[config.mk]
export PLATFORM = sky130hd
export DESIGN_NAME = mio_arbiter_flat
export DESIGN_NICKNAME = d
export VERILOG_FILES = /design/src/rtl/mio_pkg.sv /design/src/rtl/mio_arbiter_if.sv /design/src/rtl/mio_arb_prio.sv /design/src/rtl/mio_arbiter.sv /design/src/flat_wrapper.sv
export SDC_FILE = /design/constraint.sdc
export NUM_CORES = 1
export LEC_CHECK = 0
export ABC_AREA = 1
export BUFFER_PORTS_ARGS = -buffer_cell sky130_fd_sc_hd__buf_2
export CAP_MARGIN = 10
export CORE_ASPECT_RATIO = 1.75
export CORE_MARGIN = 5
export CORE_UTILIZATION = 51
export DETAILED_ROUTE_END_ITERATION = 10
export GPL_TIMING_DRIVEN = 0
export PLACE_DENSITY = 0.81
export SLEW_MARGIN = 0
export SYNTH_ARGS = -nofsm -noshare
export SYNTH_HDL_FRONTEND = slang
export SYNTH_HIERARCHICAL = 1
export SYNTH_SLANG_ARGS = --single-unit
[constraint.sdc]
create_clock -name clk -period 2.18 [get_ports clk]
set_input_delay 0.218 -clock clk [delete_from_list [all_inputs] [get_ports clk]]
set_output_delay 0.218 -clock clk [all_outputs]
set_load 0.01 [all_outputs]
[src/rtl/mio_pkg.sv]
// Shared constants for the memory-port arbiter: state encoding, bus widths and response kinds.
package mio_pkg;

  localparam int XLEN     = 32;
  localparam int MASK_W   = 4;
  localparam int STATE_W  = 3;
  localparam int STARVE_W = 4;

  localparam logic [STARVE_W-1:0] STARVE_MAX = 4'hF;

  localparam logic [STATE_W-1:0] ST_IDLE   = 3'd0;
  localparam logic [STATE_W-1:0] ST_BUSY_I = 3'd1;
  localparam logic [STATE_W-1:0] ST_BUSY_D = 3'd2;
  localparam logic [STATE_W-1:0] ST_RESP_I = 3'd3;
  localparam logic [STATE_W-1:0] ST_RESP_D = 3'd4;

  localparam logic KIND_FETCH = 1'b0;
  localparam logic KIND_DATA  = 1'b1;

  function automatic logic [STATE_W-1:0] kind_to_busy(input logic kind);
    return (kind == KIND_DATA) ? ST_BUSY_D : ST_BUSY_I;
  endfunction

  function automatic logic [STATE_W-1:0] busy_to_resp(input logic [STATE_W-1:0] st);
    return (st == ST_BUSY_D) ? ST_RESP_D : ST_RESP_I;
  endfunction

endpackage

[src/rtl/mio_arbiter_if.sv]
// Fetch, data and memory-side signal bundle around mio_arbiter; master is the arbiter's view.
interface mio_arbiter_if;
  import mio_pkg::*;

  logic              ireq;
  logic [XLEN-1:0]   iaddr;
  logic              ikill;
  logic              ivld;
  logic [XLEN-1:0]   irdata;

  logic              dreq;
  logic              dwe;
  logic [XLEN-1:0]   daddr;
  logic [XLEN-1:0]   dwdata;
  logic [MASK_W-1:0] dwmask;
  logic              dvld;
  logic [XLEN-1:0]   drdata;

  logic              mio_req;
  logic              mio_rw;
  logic [XLEN-1:0]   mio_addr;
  logic [XLEN-1:0]   mio_wdata;
  logic [MASK_W-1:0] mio_wmask;
  logic              mio_vld;
  logic [XLEN-1:0]   mio_rdata;

  logic              err;

  modport master (
    input  ireq, iaddr, ikill,
    input  dreq, dwe, daddr, dwdata, dwmask,
    input  mio_vld, mio_rdata,
    output ivld, irdata, dvld, drdata,
    output mio_req, mio_rw, mio_addr, mio_wdata, mio_wmask,
    output err
  );

  modport slave (
    output ireq, iaddr, ikill,
    output dreq, dwe, daddr, dwdata, dwmask,
    output mio_vld, mio_rdata,
    input  ivld, irdata, dvld, drdata,
    input  mio_req, mio_rw, mio_addr, mio_wdata, mio_wmask,
    input  err
  );

endinterface

[src/rtl/mio_arb_prio.sv]
// Winner select for the memory port: data first unless fetch has lost STARVE_LIMIT grants in a row.
// Combinational grant, registered starvation counter updated only on grant edges.
module mio_arb_prio
  import mio_pkg::*;
#(
  parameter int STARVE_LIMIT = 4
) (
  input  logic clk,
  input  logic clr,
  input  logic arb_en,
  input  logic ireq,
  input  logic dreq,
  output logic grant_vld,
  output logic grant_kind
);

  localparam logic [STARVE_W-1:0] LIMIT = STARVE_W'(STARVE_LIMIT);

  logic [STARVE_W-1:0] starve_cnt;
  logic                force_fetch;
  logic                take_data;

  assign force_fetch = ireq && (starve_cnt == LIMIT);
  assign take_data   = dreq && !force_fetch;
  assign grant_vld   = arb_en && (take_data || ireq);
  assign grant_kind  = take_data ? KIND_DATA : KIND_FETCH;

  // Only data wins that actually made fetch wait count towards starvation.
  always_ff @(posedge clk) begin
    if (clr) begin
      starve_cnt <= '0;
    end else if (grant_vld) begin
      if ((grant_kind == KIND_DATA) && ireq) begin
        if (starve_cnt != STARVE_MAX) begin
          starve_cnt <= starve_cnt + 1'b1;
        end
      end else begin
        starve_cnt <= '0;
      end
    end
  end

endmodule

[src/rtl/mio_arbiter.sv]
// Shares the core memory port between fetch and data, one transaction at a time; grant->mio_req and
// mio_vld->ivld/dvld are 1 cycle each; requesters hold req until their vld pulse, mio_req held until mio_vld.
module mio_arbiter
  import mio_pkg::*;
#(
  parameter int STARVE_LIMIT = 4,
  parameter int TIMEOUT      = 255
) (
  input logic           clk,
  input logic           clr,
  mio_arbiter_if.master bus
);

  localparam int               TMO_W    = 16;
  localparam logic [TMO_W-1:0] TMO_LAST = TMO_W'(TIMEOUT - 1);

  logic [STATE_W-1:0] state;
  logic [TMO_W-1:0]   tmo_cnt;
  logic               tmo_flag;
  logic               kill_seen;
  logic [XLEN-1:0]    cap_q;
  logic [XLEN-1:0]    irdata_q;
  logic [XLEN-1:0]    drdata_q;

  logic               mio_req_q;
  logic               mio_rw_q;
  logic [XLEN-1:0]    mio_addr_q;
  logic [XLEN-1:0]    mio_wdata_q;
  logic [MASK_W-1:0]  mio_wmask_q;

  logic               arb_en;
  logic               grant_vld;
  logic               grant_kind;
  logic               tmo_hit;
  logic               in_resp;
  logic               ivld_c;
  logic               dvld_c;

  assign arb_en = (state == ST_IDLE);

  mio_arb_prio #(
    .STARVE_LIMIT (STARVE_LIMIT)
  ) u_prio (
    .clk        (clk),
    .clr        (clr),
    .arb_en     (arb_en),
    .ireq       (bus.ireq),
    .dreq       (bus.dreq),
    .grant_vld  (grant_vld),
    .grant_kind (grant_kind)
  );

  assign tmo_hit = (TIMEOUT != 0) && (tmo_cnt == TMO_LAST);
  assign in_resp = (state == ST_RESP_I) || (state == ST_RESP_D);

  // A redirect arriving in the response cycle itself still suppresses the pulse.
  assign ivld_c = (state == ST_RESP_I) && !kill_seen && !bus.ikill;
  assign dvld_c = (state == ST_RESP_D);

  always_ff @(posedge clk) begin
    if (clr) begin
      state       <= ST_IDLE;
      tmo_cnt     <= '0;
      tmo_flag    <= 1'b0;
      kill_seen   <= 1'b0;
      cap_q       <= '0;
      irdata_q    <= '0;
      drdata_q    <= '0;
      mio_req_q   <= 1'b0;
      mio_rw_q    <= 1'b0;
      mio_addr_q  <= '0;
      mio_wdata_q <= '0;
      mio_wmask_q <= '0;
    end else begin
      case (state)
        ST_IDLE: begin
          tmo_cnt   <= '0;
          tmo_flag  <= 1'b0;
          kill_seen <= 1'b0;
          if (grant_vld) begin
            state     <= kind_to_busy(grant_kind);
            mio_req_q <= 1'b1;
            if (grant_kind == KIND_DATA) begin
              mio_rw_q    <= bus.dwe;
              mio_addr_q  <= bus.daddr;
              mio_wdata_q <= bus.dwe ? bus.dwdata : '0;
              mio_wmask_q <= bus.dwe ? bus.dwmask : '0;
            end else begin
              mio_rw_q    <= 1'b0;
              mio_addr_q  <= bus.iaddr;
              mio_wdata_q <= '0;
              mio_wmask_q <= '0;
            end
          end
        end

        ST_BUSY_I, ST_BUSY_D: begin
          if ((state == ST_BUSY_I) && bus.ikill) begin
            kill_seen <= 1'b1;
          end
          // Completion beats the timeout when both land on the same cycle.
          if (bus.mio_vld) begin
            cap_q     <= bus.mio_rdata;
            mio_req_q <= 1'b0;
            tmo_cnt   <= '0;
            state     <= busy_to_resp(state);
          end else if (tmo_hit) begin
            cap_q     <= '0;
            mio_req_q <= 1'b0;
            tmo_cnt   <= '0;
            tmo_flag  <= 1'b1;
            state     <= busy_to_resp(state);
          end else begin
            tmo_cnt <= tmo_cnt + 1'b1;
          end
        end

        ST_RESP_I: begin
          if (ivld_c) begin
            irdata_q <= cap_q;
          end
          tmo_flag  <= 1'b0;
          kill_seen <= 1'b0;
          state     <= ST_IDLE;
        end

        ST_RESP_D: begin
          if (!mio_rw_q) begin
            drdata_q <= cap_q;
          end
          tmo_flag <= 1'b0;
          state    <= ST_IDLE;
        end

        default: begin
          state <= ST_IDLE;
        end
      endcase
    end
  end

  // Read data is presented straight from the capture register during the pulse, then held.
  assign bus.ivld      = ivld_c;
  assign bus.irdata    = ivld_c ? cap_q : irdata_q;
  assign bus.dvld      = dvld_c;
  assign bus.drdata    = (dvld_c && !mio_rw_q) ? cap_q : drdata_q;
  assign bus.err       = in_resp && tmo_flag;

  assign bus.mio_req   = mio_req_q;
  assign bus.mio_rw    = mio_rw_q;
  assign bus.mio_addr  = mio_addr_q;
  assign bus.mio_wdata = mio_wdata_q;
  assign bus.mio_wmask = mio_wmask_q;

endmodule
[src/flat_wrapper.sv]
// flat-port wrapper written by rule: the top's interface ports become plain ports
module mio_arbiter_flat import mio_pkg::*;
#(
  parameter int STARVE_LIMIT = 4,
  parameter int TIMEOUT      = 255
)
  (clk, clr, bus_ireq, bus_iaddr, bus_ikill, bus_dreq, bus_dwe, bus_daddr, bus_dwdata, bus_dwmask, bus_mio_vld, bus_mio_rdata, bus_ivld, bus_irdata, bus_dvld, bus_drdata, bus_mio_req, bus_mio_rw, bus_mio_addr, bus_mio_wdata, bus_mio_wmask, bus_err);
  mio_arbiter_if bus_i ();
  input logic clk;
  input logic clr;
  input wire logic [$bits(bus_i.ireq)-1:0] bus_ireq;
  input wire logic [$bits(bus_i.iaddr)-1:0] bus_iaddr;
  input wire logic [$bits(bus_i.ikill)-1:0] bus_ikill;
  input wire logic [$bits(bus_i.dreq)-1:0] bus_dreq;
  input wire logic [$bits(bus_i.dwe)-1:0] bus_dwe;
  input wire logic [$bits(bus_i.daddr)-1:0] bus_daddr;
  input wire logic [$bits(bus_i.dwdata)-1:0] bus_dwdata;
  input wire logic [$bits(bus_i.dwmask)-1:0] bus_dwmask;
  input wire logic [$bits(bus_i.mio_vld)-1:0] bus_mio_vld;
  input wire logic [$bits(bus_i.mio_rdata)-1:0] bus_mio_rdata;
  output wire logic [$bits(bus_i.ivld)-1:0] bus_ivld;
  output wire logic [$bits(bus_i.irdata)-1:0] bus_irdata;
  output wire logic [$bits(bus_i.dvld)-1:0] bus_dvld;
  output wire logic [$bits(bus_i.drdata)-1:0] bus_drdata;
  output wire logic [$bits(bus_i.mio_req)-1:0] bus_mio_req;
  output wire logic [$bits(bus_i.mio_rw)-1:0] bus_mio_rw;
  output wire logic [$bits(bus_i.mio_addr)-1:0] bus_mio_addr;
  output wire logic [$bits(bus_i.mio_wdata)-1:0] bus_mio_wdata;
  output wire logic [$bits(bus_i.mio_wmask)-1:0] bus_mio_wmask;
  output wire logic [$bits(bus_i.err)-1:0] bus_err;
  assign bus_i.ireq = bus_ireq;
  assign bus_i.iaddr = bus_iaddr;
  assign bus_i.ikill = bus_ikill;
  assign bus_i.dreq = bus_dreq;
  assign bus_i.dwe = bus_dwe;
  assign bus_i.daddr = bus_daddr;
  assign bus_i.dwdata = bus_dwdata;
  assign bus_i.dwmask = bus_dwmask;
  assign bus_i.mio_vld = bus_mio_vld;
  assign bus_i.mio_rdata = bus_mio_rdata;
  assign bus_ivld = bus_i.ivld;
  assign bus_irdata = bus_i.irdata;
  assign bus_dvld = bus_i.dvld;
  assign bus_drdata = bus_i.drdata;
  assign bus_mio_req = bus_i.mio_req;
  assign bus_mio_rw = bus_i.mio_rw;
  assign bus_mio_addr = bus_i.mio_addr;
  assign bus_mio_wdata = bus_i.mio_wdata;
  assign bus_mio_wmask = bus_i.mio_wmask;
  assign bus_err = bus_i.err;
  mio_arbiter #(.STARVE_LIMIT(STARVE_LIMIT), .TIMEOUT(TIMEOUT)) u_core (.clk(clk), .clr(clr), .bus(bus_i));
endmodule
==> results of run 1 <==
## sequential cells by signal (all words and copies together) (netlist names)
register                  count
u_core/bus.mio_wdata         32
u_core/bus.mio_addr          32
u_core/state                  3
u_core/kill_seen              1
u_core/bus.mio_req            1
u_core/u_prio/starve_cnt      4
u_core/drdata_q              32
u_core/bus.mio_rw             1
u_core/cap_q                 32
u_core/tmo_cnt               16
u_core/irdata_q              32
u_core/tmo_flag               1
u_core/bus.mio_wmask          4
## per-stage QoR
stage | instance area, µm² | total power, W | hold WS, ns
5_1_grt | 10610 | 0.01291 | 0.02250
4_1_cts | 10530 | 0.01212 | 0.02223
2_1_floorplan | 8312 | 0.007465 | 0.2804
3_5_place_dp | 9925 | 0.009033 | 0.4365
3_3_place_gp | 9925 | 0.008946 | 0.4319
6_report | 10610 | 0.01214 | 0.02841
## path summary, 6_finish.rpt
kind         slack, ns                       to                         from
min reg2reg       0.46          u_core/tmo_flag              u_core/tmo_flag
min               0.03  u_core/bus.mio_wdata[4]                bus_dwdata[4]
max reg2reg       0.19  u_core/bus.mio_addr[25]  u_core/u_prio/starve_cnt[0]
max               0.08           bus_irdata[30]              u_core/state[0]
## power breakdown
part / switching [W] / leakage (nW) / internal [W] / total [W]
logic: 0.00295 / 3.42 / 0.00169 / 0.00463
clock network: 0.00144 / 0.279 / 0.00163 / 0.00306
registers: 0.000340 / 1.55 / 0.00410 / 0.00444
total: 0.00473 / 5.25 / 0.00741 / 0.0121
## layout make-up
class                   instances  area (µm²)
fillers                      1414        5341
multi-input cells             722        3560
inverters                     165       619.3
plain buffers                  64       401.6
clock inverters                13       152.6
repair buffers                276        1384
clock buffers                  18       429.2
flip-flops and latches        191        3827
well taps                     189       236.5
## cell families after synthesis
kind of cell | share of synthesized area (%)
fa+ha+maj | 0.6022
flops | 46.00
buf+inv | 11.85
xor+xnor | 1.370
compound gates | 16.65
simple gates | 23.53
## timing repair
| action | in CTS | in global routing |
|---|---|---|
| setup buffers | 0 | 1 |
| gates resized for setup | 21 | 40 |
| endpoints found under the setup margin | 64 | 76 |
| hold buffers | 0 | 0 |
## worst reg2reg max path, cell delays in order, from the launching register on
cell                       delay (ns)
sky130_fd_sc_hd__dfxtp_1         0.35
sky130_fd_sc_hd__inv_1           0.09
sky130_fd_sc_hd__ha_1            0.17
sky130_fd_sc_hd__nand3_2         0.10
sky130_fd_sc_hd__o21a_2          0.28
sky130_fd_sc_hd__inv_1           0.20
sky130_fd_sc_hd__clkbuf_2        0.27
sky130_fd_sc_hd__nand2_1         0.08
sky130_fd_sc_hd__a21oi_1         0.24
sky130_fd_sc_hd__a21oi_1         0.07
sky130_fd_sc_hd__nor2_1          0.08
## layout by cell type (no fill, tap or decap), types with 22 or more instances in the layout
master / n
sky130_fd_sc_hd__dfxtp_1: 188
sky130_fd_sc_hd__a211oi_1: 22
sky130_fd_sc_hd__buf_2: 286
sky130_fd_sc_hd__or2_2: 32
sky130_fd_sc_hd__inv_1: 158
sky130_fd_sc_hd__nor2_1: 109
sky130_fd_sc_hd__a21oi_1: 171
sky130_fd_sc_hd__nand2_1: 239
sky130_fd_sc_hd__clkbuf_1: 25
sky130_fd_sc_hd__nand3_1: 49
## routing by layer
metal	share of wire, %	GRT usage (%)	vias to the layer above
met5	0.052	0	-
met4	3.3	10.61	2
met3	6.1	5.838	62
met2	54	49.92	286
met1	36	25.57	3789
li1	-	-	4175
==> out/results.md, run 1 <==
| Stage | Quantity | Value |
|---|---|---|
| final layout | Area Overhead vs Synth | 27.65% |
| logic synthesis | Top-area cell type share of the netlist area | 46.00% |
| critical path | CP Buf/Inv Count | 4 |
| floorplan | Floorplan Core Area | 0.01595 mm² |
| run status | Run status | finished clean |
| sta | Relative slew slack | 54.33% |
| placed design | Final estimated routing congestion in global placement | 0.9352 |
| cts | CTS tree | done |
| sta | Final worst-path setup slack | 0.08256 ns |
| placed design | DP HPWL | 19260 µm |
| drt | Number of nets with antenna violations after detailed routing | 0 |
| cts | Number of clock sinks | 191 |
| global route | Antenna violations before repair | 2 |
| drt | Initial detailed-routing violation count | 376 |
| floorplan | I/O pin total | 276 |
| critical path | Cell with the largest stage delay on the worst path | sky130_fd_sc_hd__dfxtp_2 |
| final layout | Inserted Diodes | 0 |
| power and ir drop | Power density cells | 1144 mW/mm² |
| floorplan | Initial Utilization | 52.11% |
| sta | Max Clk Rate | 0.4768 GHz |
| power and ir drop | Peak supply drop | 0.8419 mV |
| sta | Period utilisation layout | 96.21% |
| sta | Minimum period implied by the final worst setup slack | 2.097 ns |
| sta | Measured slew at the worst slew-check pin | 0.6851 ns |
| logic synthesis | Synth area leader | sky130_fd_sc_hd__dfxtp_1 |
| sta | Count of endpoints failing hold in the final timing report | 0 |
| critical path | Depth of the most critical reg-to-reg path | 10 |
| logic synthesis | Seq/Total Area, Yosys | 46.00% |
| final layout | Utilization after layout | 66.52% |
| drt | Number of detailed-route iterations in the first pass | 6 |
| placed design | Pre-CTS setup slack | -0.1004 ns |
| drt | Total DRC errors in the routed layout | 0 |
| worst hold path | Worst min-delay path category | input pin to flip-flop |
| logic synthesis | Share of flip-flops with an asynchronous set or reset | 0% |
| critical path | Data arrival at the endpoint of the critical path | 1.88 ns |
| cts | Buffer levels on the longest clock path | 2 |
| critical path | WP data required | 1.96 ns |
| critical path | Peak per-stage delay on the critical path | 0.35 ns |
| cts | H-tree Lvls | 4 |
| cts | Clock-pin transition on the worst setup and hold timing paths | 0.08 ns |
| logic synthesis | Post-Syn Nets | 1286 |
| placed design | Dpl cells | 1607 |
| cts | CTS root buffer | sky130_fd_sc_hd__clkbuf_16 |
| logic synthesis | Total number of yosys warnings | 6 |
| logic synthesis | Top cells by area in the synthesized netlist | sky130_fd_sc_hd__dfxtp_1, sky130_fd_sc_hd__nand2_1, sky130_fd_sc_hd__a21oi_1, sky130_fd_sc_hd__inv_1, sky130_fd_sc_hd__nor2_1 |
| cts | Worst skew pair latency | 0.43 ns |
| critical path | Classification of the worst setup path | flip-flop to output pin |
| drt | Routed Wire Length | 25000 µm |
| global route | Combined global-route utilization of all metal layers | 25.57% |
| final layout | Cell Count, Final, Fillers Out | 1638 |
| sta | Final-layout setup total negative slack | 0 ns |
| drt | Number of vias in the routed layout | 8314 |
| sta | Final number of max-transition violations | 0 |
| critical path | Type of origin of the critical path | flip-flop |
| global route | Pin count of the biggest net entering global routing | 19 |
| floorplan | Core Rows | 61 |
| flow run | Max Cap Viol | 0 |
| final layout | Layout cell share with drive strength beyond 1 | 29.74% |
| logic synthesis | Post-synthesis instance total | 1143 |
| critical path | Critical path depth in cells | 9 |
| drt | Wire per inst | 15.26 µm |
| floorplan | Chip height | 178.9 µm |
| sta | Count of final setup violators | 0 |
| critical path | Nature of the critical path endpoint | output pin |
| floorplan | Die X | 106.5 µm |
| critical path | Cell repeated most along the worst path | sky130_fd_sc_hd__nand2_2 |
| logic synthesis | Most common library cells after synthesis | sky130_fd_sc_hd__nand2_1, sky130_fd_sc_hd__dfxtp_1, sky130_fd_sc_hd__a21oi_1 |
| critical path | Cells traversed along the worst timing path | nand2_2, nor2_2, nand2_2, inv_2, clkbuf_8, or2_2, o21ai_1, inv_1, buf_2 |
| logic synthesis | Primary FF master, synth | sky130_fd_sc_hd__dfxtp_1 |
| worst hold path | Cells on Worst Hold Path | 3 |
| logic synthesis | Most common cell in the synthesized netlist | sky130_fd_sc_hd__nand2_1 |
| sta | Clock skew | 0.01554 ns |
| logic synthesis | Post-synth EDFFs | 0 |
| power and ir drop | Pleak | 5.248 nW |
| global route | Global-route wire length before repair | 39120 µm |
| global route | Via count of the first global-routing pass | 8285 |
| critical path | Worst-path maximum fanout | 10 |
| logic synthesis | Synth unique cells | 34 |
| cts | CTS Buf Count | 17 |
| logic synthesis | Mapped Avg Cell Area | 7.272 µm² |
| drt | Post-DR vias/cell | 5.076 |
| logic synthesis | Area of the mapped netlist | 0.008312 mm² |
| floorplan | Total Die Area | 0.01905 mm² |
| global route | Global route overflow | 0 |
| final layout | Net count, final | 1580 |
| logic synthesis | Register bit count reported by yosys | 191 |
| placed design | Count of buffers from port buffering | 275 |
| critical path | Worst path top cell family by delay | simple AND/OR/NAND/NOR gates |
| sta | Unrepaired setup endpoints after global routing | yes |
No activity file was read; power rests on OpenSTA's default activity.
==> run 2: changes to the inputs <==
CORE_ASPECT_RATIO = 0.6   (was 1.75)
==> run 2 against run 1 <==
  * Highest routed layer is now met4
  * Combinational power up 4%
  * Largest power group unchanged
  * Utilization up 0.051 points
  * Critical path type unchanged
  * Register-to-register slack worse by 0.04 ns
  * Flip-flop and latch count unchanged
  * Hold slack better by 0.0012 ns
  * Clock skew up 0.0020 ns
  * Sequential power about the same
  * Count of clock-buffer cells in the layout unchanged
  * Sequential share of layout area down 0.42 points
==> out/results.md, run 2 (synthesis gave the netlist of run 1 again) <==
| Stage | Quantity | Value | Delta |
|---|---|---|---|
| critical path | CP Buf/Inv Count | 6 | +2 |
| critical path | Type of origin of the critical path | flip-flop |  |
| critical path | Peak per-stage delay on the critical path | 0.35 ns | about the same |
| critical path | Nature of the critical path endpoint | output pin |  |
| drt | Routed Wire Length | 25780 µm | +3.1% |
| final layout | Cell Count, Final, Fillers Out | 1661 | +1.4% |
| sta | Unrepaired setup endpoints after global routing | yes |  |
| power and ir drop | Peak supply drop | 0.5851 mV | -30% |
| cts | Worst skew pair latency | 0.43 ns | about the same |
| sta | Count of final setup violators | 0 | unchanged |
| placed design | Count of buffers from port buffering | 275 | unchanged |
| drt | Number of detailed-route iterations in the first pass | 6 | unchanged |
| cts | CTS root buffer | sky130_fd_sc_hd__clkbuf_16 |  |
| cts | Buffer levels on the longest clock path | 2 | unchanged |
| critical path | Worst-path maximum fanout | 10 | unchanged |
| sta | Period utilisation layout | 97.42% | +1.2 points |
| global route | Antenna violations before repair | 0 | -2 |
| power and ir drop | Total power | 0.01229 W | +1.3% |
| critical path | Cell repeated most along the worst path | sky130_fd_sc_hd__inv_2 |  |
| cts | Number of clock sinks | 191 | unchanged |
| floorplan | Core Rows | 36 | -41% |
| sta | Minimum period implied by the final worst setup slack | 2.124 ns | +0.02636 ns |
| floorplan | Total Die Area | 0.01903 mm² | about the same |
| drt | Wire per inst | 15.52 µm | +1.7% |
| final layout | Net count, final | 1582 | +0.13% |
| worst hold path | Worst min-delay path category | input pin to flip-flop |  |
| final layout | Most frequent cells in the layout | sky130_fd_sc_hd__buf_2, sky130_fd_sc_hd__nand2_1, sky130_fd_sc_hd__dfxtp_1, sky130_fd_sc_hd__a21oi_1, sky130_fd_sc_hd__inv_1 |  |
| placed design | Final estimated routing congestion in global placement | 0.9125 | -2.4% |
| sta | Relative slew slack | 45.86% | -8.5 points |
| floorplan | Chip height | 108.9 µm | -39% |
| final layout | Commonest non-fill, non-tap cell in the layout | sky130_fd_sc_hd__buf_2 |  |
| global route | Combined global-route utilization of all metal layers | 26.41% | +0.84 points |
| sta | Count of endpoints failing hold in the final timing report | 0 | unchanged |
| critical path | Cell with the largest stage delay on the worst path | sky130_fd_sc_hd__dfxtp_2 |  |
| cts | CTS Buf Count | 17 | unchanged |
| critical path | WP data required | 1.96 ns | about the same |
| sta | Max Clk Rate | 0.4709 GHz | -1.2% |
| run status | Run status | finished clean |  |
| final layout | Utilization after layout | 66.57% | about the same |
| floorplan | Initial Utilization | 51.54% | -0.56 points |
| drt | Post-DR vias/cell | 5.092 | +0.32% |
| sta | Measured slew at the worst slew-check pin | 0.8121 ns | +0.1270 ns |
| power and ir drop | Power density cells | 1145 mW/mm² | +0.10% |
| critical path | Cells traversed along the worst timing path | inv_2, nand2_4, nor2_4, inv_2, nor2_4, inv_2, buf_6, nand2_1, inv_1, a21oi_2, buf_2 |  |
| critical path | Worst path top cell family by delay | buffers and inverters |  |
| drt | Total DRC errors in the routed layout | 0 | unchanged |
| drt | Number of nets with antenna violations after detailed routing | 0 | unchanged |
| cts | Clock-pin transition on the worst setup and hold timing paths | 0.08 ns | about the same |
| final layout | Area Overhead vs Synth | 29.14% |  |
| critical path | Data arrival at the endpoint of the critical path | 1.91 ns | +0.03 ns |
| final layout | Layout cell share with drive strength beyond 1 | 31.27% | +1.5 points |
| final layout | Fill cell instance count of the final layout | 1435 | +1.5% |
| global route | Via count of the first global-routing pass | 8050 | -2.8% |
| placed design | Dpl cells | 1627 | +1.2% |
| sta | Final number of max-transition violations | 0 | unchanged |
| critical path | Classification of the worst setup path | flip-flop to output pin |  |
| floorplan | Floorplan Core Area | 0.01613 mm² | +1.1% |
| global route | Pin count of the biggest net entering global routing | 20 | +1 |
| flow run | Max Cap Viol | 0 | unchanged |
| cts | H-tree Lvls | 4 | unchanged |
| drt | Number of vias in the routed layout | 8458 | +1.7% |
| floorplan | Die X | 174.8 µm | +64% |
| cts | CTS tree | done |  |
| sta | Clock skew | 0.01754 ns | +0.002000 ns |
| global route | Global route overflow | 0 | unchanged |
| global route | Global-route wire length before repair | 40570 µm | +3.7% |
| cts | Number of buffers inserted for hold repair after clock tree synthesis | 0 | unchanged |
| drt | Initial detailed-routing violation count | 750 | +99% |
| floorplan | I/O pin total | 276 | unchanged |
| power and ir drop | Pleak | 5.266 nW | +0.35% |
| placed design | DP HPWL | 19370 µm | +0.56% |
| final layout | Inserted Diodes | 0 | unchanged |
[run 2: changes by cell type in the layout (fill, tap and decap cells not counted), moves of 2 or more]
cell	before	now
sky130_fd_sc_hd__a21oi_2	6	17
sky130_fd_sc_hd__inv_6	0	2
sky130_fd_sc_hd__a21oi_1	171	160
sky130_fd_sc_hd__o21ai_2	9	18
sky130_fd_sc_hd__inv_4	0	2
sky130_fd_sc_hd__o21ai_1	16	12
sky130_fd_sc_hd__buf_2	286	288
sky130_fd_sc_hd__o21ai_0	10	5
sky130_fd_sc_hd__nand2_2	7	5
[run 2: timing repair]
item                       4_1_cts  5_1_grt
buffers inserted                 1        2
setup endpoints to repair       62      121
gates resized for setup         21       73
pin swaps                        1        3
[run 2: power by group]
group / total (W) / leakage, nW / switching (W) / internal [W]
Sequential: 0.00445 / 1.55 / 0.000350 / 0.00410
Clock: 0.00304 / 0.280 / 0.00151 / 0.00153
Combinational: 0.00480 / 3.44 / 0.00308 / 0.00172
[run 2: stage by stage]
| step | setup WS [ns] | hold WS, ns | setup TNS, ns | area [µm²] |
|---|---|---|---|---|
| 5_1_grt | -0.06138 | 0.02620 | -0.1470 | 10730 |
| 3_5_place_dp | 0.02641 | 0.4509 | 0 | 9950 |
| 4_1_cts | -0.002657 | 0.01303 | -0.002665 | 10580 |
| 3_3_place_gp | 0.02649 | 0.4456 | 0 | 9950 |
| 2_1_floorplan | 0.4602 | 0.2804 | 0 | 8312 |
| 6_report | 0.05619 | 0.02960 | 0 | 10730 |
[run 2: tightest hold or removal path, stage by stage]
cell	delay, ns
sky130_fd_sc_hd__buf_2	0.09
sky130_fd_sc_hd__nand2_1	0.05
sky130_fd_sc_hd__a21oi_1	0.05
[run 2: final timing paths]
check,from,end,slack [ns],cells after the start
setup / recovery,u_core/state[0],bus_drdata[23],0.06,11
hold / removal,bus_dwdata[23],u_core/bus.mio_wdata[23],0.03,3
setup reg to reg,u_core/u_prio/starve_cnt[0],u_core/bus.mio_addr[29],0.15,9
hold reg to reg,u_core/tmo_flag,u_core/tmo_flag,0.46,2
[run 2: routing by layer]
metal | vias to the layer above | global-route usage (%) | wire length (µm)
li1 | 4190 | - | -
met1 | 3913 | 37.58 | 12030
met2 | 333 | 41.27 | 11430
met3 | 22 | 6.064 | 2065
met4 | 0 | 6.050 | 263
met5 | - | 0 | 0
[run 2: area by class of cell]
| cell class | count | area, µm² | share of cell area, % |
|---|---|---|---|
| clock buffers | 18 | 429.2 | 3.998 |
| flip-flops and latches | 191 | 3827 | 35.66 |
| well taps | 209 | 261.5 | 2.436 |
| plain buffers | 64 | 406.6 | 3.788 |
| repair buffers | 278 | 1399 | 13.03 |
| inverters | 165 | 624.3 | 5.817 |
| clock inverters | 14 | 145.1 | 1.352 |
| multi-input cells | 722 | 3641 | 33.92 |
